## config.mk

```make
export PLATFORM = sky130hd
export DESIGN_NAME = score_display_mux
export DESIGN_NICKNAME = d
export VERILOG_FILES = /design/src/rtl/score_display_mux.sv
export SDC_FILE = /design/constraint.sdc
export NUM_CORES = 1
export LEC_CHECK = 0
export CAP_MARGIN = 5
export CORE_ASPECT_RATIO = 1.1
export CORE_MARGIN = 5
export CORE_UTILIZATION = 45
export CTS_BUF_LIST = sky130_fd_sc_hd__clkbuf_8
export CTS_CLUSTER_DIAMETER = 200
export DETAILED_ROUTE_END_ITERATION = 12
export PLACE_DENSITY_LB_ADDON = 0.15
export SLEW_MARGIN = 10
export SYNTH_ARGS = -nofsm -noshare
export SYNTH_HDL_FRONTEND = slang
export SYNTH_SLANG_ARGS = --single-unit
```

## constraint.sdc

```tcl
create_clock -name clk_i -period 2.2 [get_ports clk_i]
set_input_delay 0.66 -clock clk_i [delete_from_list [all_inputs] [get_ports clk_i]]
set_output_delay 0.66 -clock clk_i [all_outputs]
set_load 0.02 [all_outputs]
```

## src/rtl/score_display_mux.sv

```systemverilog
// score_display_mux
// Converts a 0-99 score into two decimal digits with an iterative
// subtract-by-ten converter, then drives a two-digit, time-multiplexed,
// common-cathode 7-segment display.
//
// Interface timing:
//   update_o is a one-cycle strobe. It is high in the cycle after the edge
//   that commits new digits. There is no back-pressure, and the consumer
//   is never asked to acknowledge. busy_o is high exactly while the
//   converter is in CONV, so it also serves as the visible FSM state.
module score_display_mux #(
   parameter int BW      = 7,
   parameter int MUX_DIV = 1000
) (
   input  logic          clk_i,
   input  logic          rst_n_i,
   input  logic [BW-1:0] value_i,
   input  logic          blank_lz_i,
   output logic [6:0]    seg_o,
   output logic [1:0]    dig_sel_o,
   output logic          busy_o,
   output logic          update_o
);

   // Width of the refresh counter. MUX_DIV is at least 2, so this is at least 1.
   localparam int RW = $clog2(MUX_DIV);
   localparam logic [RW-1:0] REF_MAX = RW'(MUX_DIV - 1);

   typedef enum logic {
      ST_IDLE = 1'b0,
      ST_CONV = 1'b1
   } state_e;

   // Converter state
   state_e     state_q, state_d;
   logic [6:0] rem_q, rem_d;
   logic [3:0] tens_acc_q, tens_acc_d;
   logic [3:0] ones_q, ones_d;
   logic [3:0] tens_q, tens_d;
   logic       update_q, update_d;

   // Display multiplexing state. dig_q is 0 for the ones digit and 1 for tens.
   logic [RW-1:0] ref_cnt_q, ref_cnt_d;
   logic          dig_q, dig_d;
   logic [6:0]    seg_q, seg_d;
   logic [1:0]    dig_sel_q, dig_sel_d;

   logic [6:0] value_clamped;

   // Segment pattern for one decimal digit. Codes 10-15 cannot occur and
   // decode to all-off.
   function automatic logic [6:0] seg_decode(input logic [3:0] d);
      logic [6:0] s;
      case (d)
         4'd0:    s = 7'h3F;
         4'd1:    s = 7'h06;
         4'd2:    s = 7'h5B;
         4'd3:    s = 7'h4F;
         4'd4:    s = 7'h66;
         4'd5:    s = 7'h6D;
         4'd6:    s = 7'h7D;
         4'd7:    s = 7'h07;
         4'd8:    s = 7'h7F;
         4'd9:    s = 7'h6F;
         default: s = 7'h00;
      endcase
      return s;
   endfunction

   // Clamp out-of-range scores to 99 before they enter the converter.
   always_comb begin
      value_clamped = 7'd99;
      if (value_i <= BW'(99)) begin
         value_clamped = 7'(value_i);
      end
   end

   // Converter next-state logic. IDLE samples the input. CONV removes one ten
   // per cycle and commits once the remainder is a single digit.
   always_comb begin
      state_d    = state_q;
      rem_d      = rem_q;
      tens_acc_d = tens_acc_q;
      ones_d     = ones_q;
      tens_d     = tens_q;
      update_d   = 1'b0;
      case (state_q)
         ST_IDLE: begin
            rem_d      = value_clamped;
            tens_acc_d = 4'd0;
            state_d    = ST_CONV;
         end
         ST_CONV: begin
            if (rem_q >= 7'd10) begin
               rem_d      = rem_q - 7'd10;
               tens_acc_d = tens_acc_q + 4'd1;
            end else begin
               ones_d   = rem_q[3:0];
               tens_d   = tens_acc_q;
               update_d = 1'b1;
               state_d  = ST_IDLE;
            end
         end
         default: begin
            state_d = ST_IDLE;
         end
      endcase
   end

   // Refresh counter. The active digit toggles each time the counter wraps.
   always_comb begin
      ref_cnt_d = ref_cnt_q + RW'(1);
      dig_d     = dig_q;
      if (ref_cnt_q == REF_MAX) begin
         ref_cnt_d = '0;
         dig_d     = ~dig_q;
      end
   end

   // Segment and digit-enable values, registered together so they always agree.
   // The tens digit is blanked when leading-zero blanking is requested.
   always_comb begin
      dig_sel_d = 2'b01;
      seg_d     = seg_decode(ones_q);
      if (dig_q) begin
         dig_sel_d = 2'b10;
         seg_d     = seg_decode(tens_q);
         if (blank_lz_i && (tens_q == 4'd0)) begin
            seg_d = 7'h00;
         end
      end
   end

   // Converter registers.
   always_ff @(posedge clk_i or negedge rst_n_i) begin
      if (!rst_n_i) begin
         state_q    <= ST_IDLE;
         rem_q      <= 7'd0;
         tens_acc_q <= 4'd0;
         ones_q     <= 4'd0;
         tens_q     <= 4'd0;
         update_q   <= 1'b0;
      end else begin
         state_q    <= state_d;
         rem_q      <= rem_d;
         tens_acc_q <= tens_acc_d;
         ones_q     <= ones_d;
         tens_q     <= tens_d;
         update_q   <= update_d;
      end
   end

   // Display registers.
   always_ff @(posedge clk_i or negedge rst_n_i) begin
      if (!rst_n_i) begin
         ref_cnt_q <= '0;
         dig_q     <= 1'b0;
         seg_q     <= 7'h00;
         dig_sel_q <= 2'b00;
      end else begin
         ref_cnt_q <= ref_cnt_d;
         dig_q     <= dig_d;
         seg_q     <= seg_d;
         dig_sel_q <= dig_sel_d;
      end
   end

   assign seg_o     = seg_q;
   assign dig_sel_o = dig_sel_q;
   assign busy_o    = (state_q == ST_CONV);
   assign update_o  = update_q;

endmodule

```

==> qor.yml, run 1 <==
outcome: "finished, final reports clean"
tightest_slew_ns: 0.5105
fill_cells: 397
ys_seq_area_share_pct: 49.73
power_uw: 3224
viasPerCell: 5.695
hold_class: "input port to asynchronous set/reset pin"
syn-instance-count: 194
synthTopCellsByArea: "dfrtp_1, ha_1, mux2_2"
cts_setup_buffers: 0
numCtsBuffers: 5
areaGrowthSynthToFinish_pct: 16.86
grt_max_degree: 42
critical_path.max_fanout: 2
routed-via-count: 1549
ios: 21
yosysUniqueCellTypes: 42
end_kind: "output port"
cp_top_family: "buffers and inverters"
max_stage_delay_ns: 0.61
seqCellArea_mm2: 0.001026
drc_errors: 0
async_flop_share_pct: 100.0
multiInputGateArea_um2: 975.9
track_usage_pct: 14.32
core-area_mm2: 0.004379
combPwrFrac_pct: 45.5
drtIter0Drc: 109
yosysWarnings: 0
synth.most_common_cell: "dfrtp_1"
r2r_slack_ns: 0.32
ctsResizeCount: 0
synth_common_cells: "dfrtp_1, ha_1, nor2_1, o21ai_0, inv_1"
arrival_ns: 1.26
yosysTopAreaCellShare_pct: 49.73
finalHoldViolCount: 0
fp-row-count: 25
worstSetupPathType: "flop to output port"
netSwitchingFraction_pct: 38.89
grt_pass1_vias: 1489
crit_buf_inv: 1
min_period_ns: 1.919
insertion_delay_ns: 0.29
ys.flop_type: "dfrtp_1"
synth_largest_area_cell: "dfrtp_1"
post-route-period-util_pct: 87.25
place_congestion: 0.7631
wl_per_cell_um: 14.14
power.switching_uw: 1254
power_density_mw_per_mm2: 1337
hold_buffers: 0
crit_required_ns: 1.54
ir_worst_vdd_mv: 0.7901
antenna_left: 0
clockBufferDepth: 2
rsz0062_at_grt: "no"
start_util_pct: 47.11
cap_violations: 0
internal_power_uw: 1970
synth_edf_count: 0
grt_pass1_wl_mm: 6.637
pre_cts_ws_ns: 0.1533
slew-limit-headroom_pct: 65.96
ys_seq_elements: 41
p_clk_share_pct: 15.3
routed_wl_mm: 3.847
diodes: 0
grt.overflow.total: 0
first_pass_iters: 4
numPortBuffers: 20
setup_ws_ns: 0.2805
path_cells: "clkdlybuf4s50_1"
whs_ns: 0.4200
hpwl_mm: 2.889
max_freq_mhz: 521.0
dieArea_mm2: 0.006040
numClockSinks: 41
die_x_um: 74.56
avgSynthCellArea_um2: 10.64
setup_viol: 0
slowest_stage: "clkdlybuf4s50_1"
cts-root-buf: "clkbuf_8"
drv_slew: 0
fin_nets: 242
cts_max_level: 2
timing.setup.tns_ns: 0
cts_tree: "built"
path_clk_slew_ns: 0.08
syn-num-nets: 218
skew_ns: 0.005971
leakagePower_uw: 0.001061
drive_above_1_share_pct: 8.716
antenna_found_initial: 0
start_kind: "flop"
syn_area_mm2: 0.002063
dieHeight_um: 81.02
pwr-share-seq_pct: 39.1
## power by group through the flow
stage / clock network (uW) / registers [uW] / logic (uW)
after CTS: 514 / 1260 / 1480
final: 495 / 1260 / 1470
after global routing: 544 / 1300 / 1640
after detailed placement: 0 / 1270 / 1470
after floorplan: 0 / 1300 / 969
after global placement: 0 / 1260 / 1420
## sequential cells by signal, indices dropped and copies added, names as in the netlist
register and count:
ref_cnt_q 10, rem_q 7, seg_o 7, ones_q 4
tens_acc_q 4, tens_q 4, dig_sel_o 2, busy_o 1
dig_q 1, update_o 1
## cells by family (layout without fill, tap and decap cells)
group           count (synthesis)  count (layout)  synth area share [%]
mux                             9               9                 4.791
flops                          41              41                 49.73
buf+inv                        16              40                 2.971
fa+ha+maj                      14              14                 8.490
compound gates                 44              44                 13.83
xor+xnor                        9               9                 3.820
simple gates                   61              61                 16.37
## per-stage QoR
step           instance area [um^2]  util (%)  instances
3_3_place_gp                   2321     53.00        265
3_5_place_dp                   2321     53.00        265
6_report                       2411     55.06        272
5_1_grt                        2411     55.06        272
2_1_floorplan                  2063         -        194
4_1_cts                        2411     55.06        272
## final cells by class
cell class                      count  area share [%]
Inverter                           11           1.713
Tap cell                           54           2.802
Multi-Input combinational cell    137           40.48
Timing Repair Buffer               22           8.718
Clock buffer                        6           3.425
Sequential cell                    41           42.55
Clock inverter                      1          0.3114
## routing by layer
| layer | vias to the layer above | part of all wire (%) | global-route usage [%] |
|---|---|---|---|
| met5 | - | 0 | 0 |
| li1 | 740 | - | - |
| met1 | 758 | 44 | 17.36 |
| met4 | 0 | 2.2 | 6.406 |
| met3 | 9 | 5.7 | 3.465 |
| met2 | 42 | 48 | 23.90 |
## cell usage in the layout, fill, tap and decap left out, drive strengths merged, types with 2 or more instances in the layout
cell           instances
a211oi                 3
a21boi                 2
a21o                   2
a21oi                  8
a31oi                  2
and2                   4
and4                   3
buf                    3
clkbuf                 6
clkdlybuf4s50         19
dfrtp                 41
ha                    14
inv                   11
mux2                   7
mux2i                  2
nand2                  9
nand2b                 6
nand3                  3
nand4                  3
nor2                  14
nor2b                  6
nor3                   7
o211ai                 3
o21a                   2
o21ai                 11
o22ai                  4
xnor2                  5
xor2                   4
## final timing paths
check                        startpoint            to  cells past startpoint
min                             rst_n_i      update_o                      2
max in group asynchronous       rst_n_i     ones_q[1]                      2
min in group clk_i         ref_cnt_q[0]  ref_cnt_q[0]                      1
max reg2reg                    rem_q[1]     ones_q[0]                      7
min reg2reg                ref_cnt_q[0]  ref_cnt_q[0]                      1
max                              busy_o        busy_o                      1
Power figures use the tool's default switching activity.
==> run 2: changes to the inputs <==
--- a/config.mk
+++ b/config.mk
@@ -11,6 +11,7 @@
 export CORE_UTILIZATION = 45
 export CTS_BUF_LIST = sky130_fd_sc_hd__clkbuf_8
 export CTS_CLUSTER_DIAMETER = 200
+export CTS_CLUSTER_SIZE = 25
 export DETAILED_ROUTE_END_ITERATION = 12
 export PLACE_DENSITY_LB_ADDON = 0.15
 export SLEW_MARGIN = 10
==> results of run 2 <==
Same layout as run 1: the final DEF is identical, and so are final timing and power.
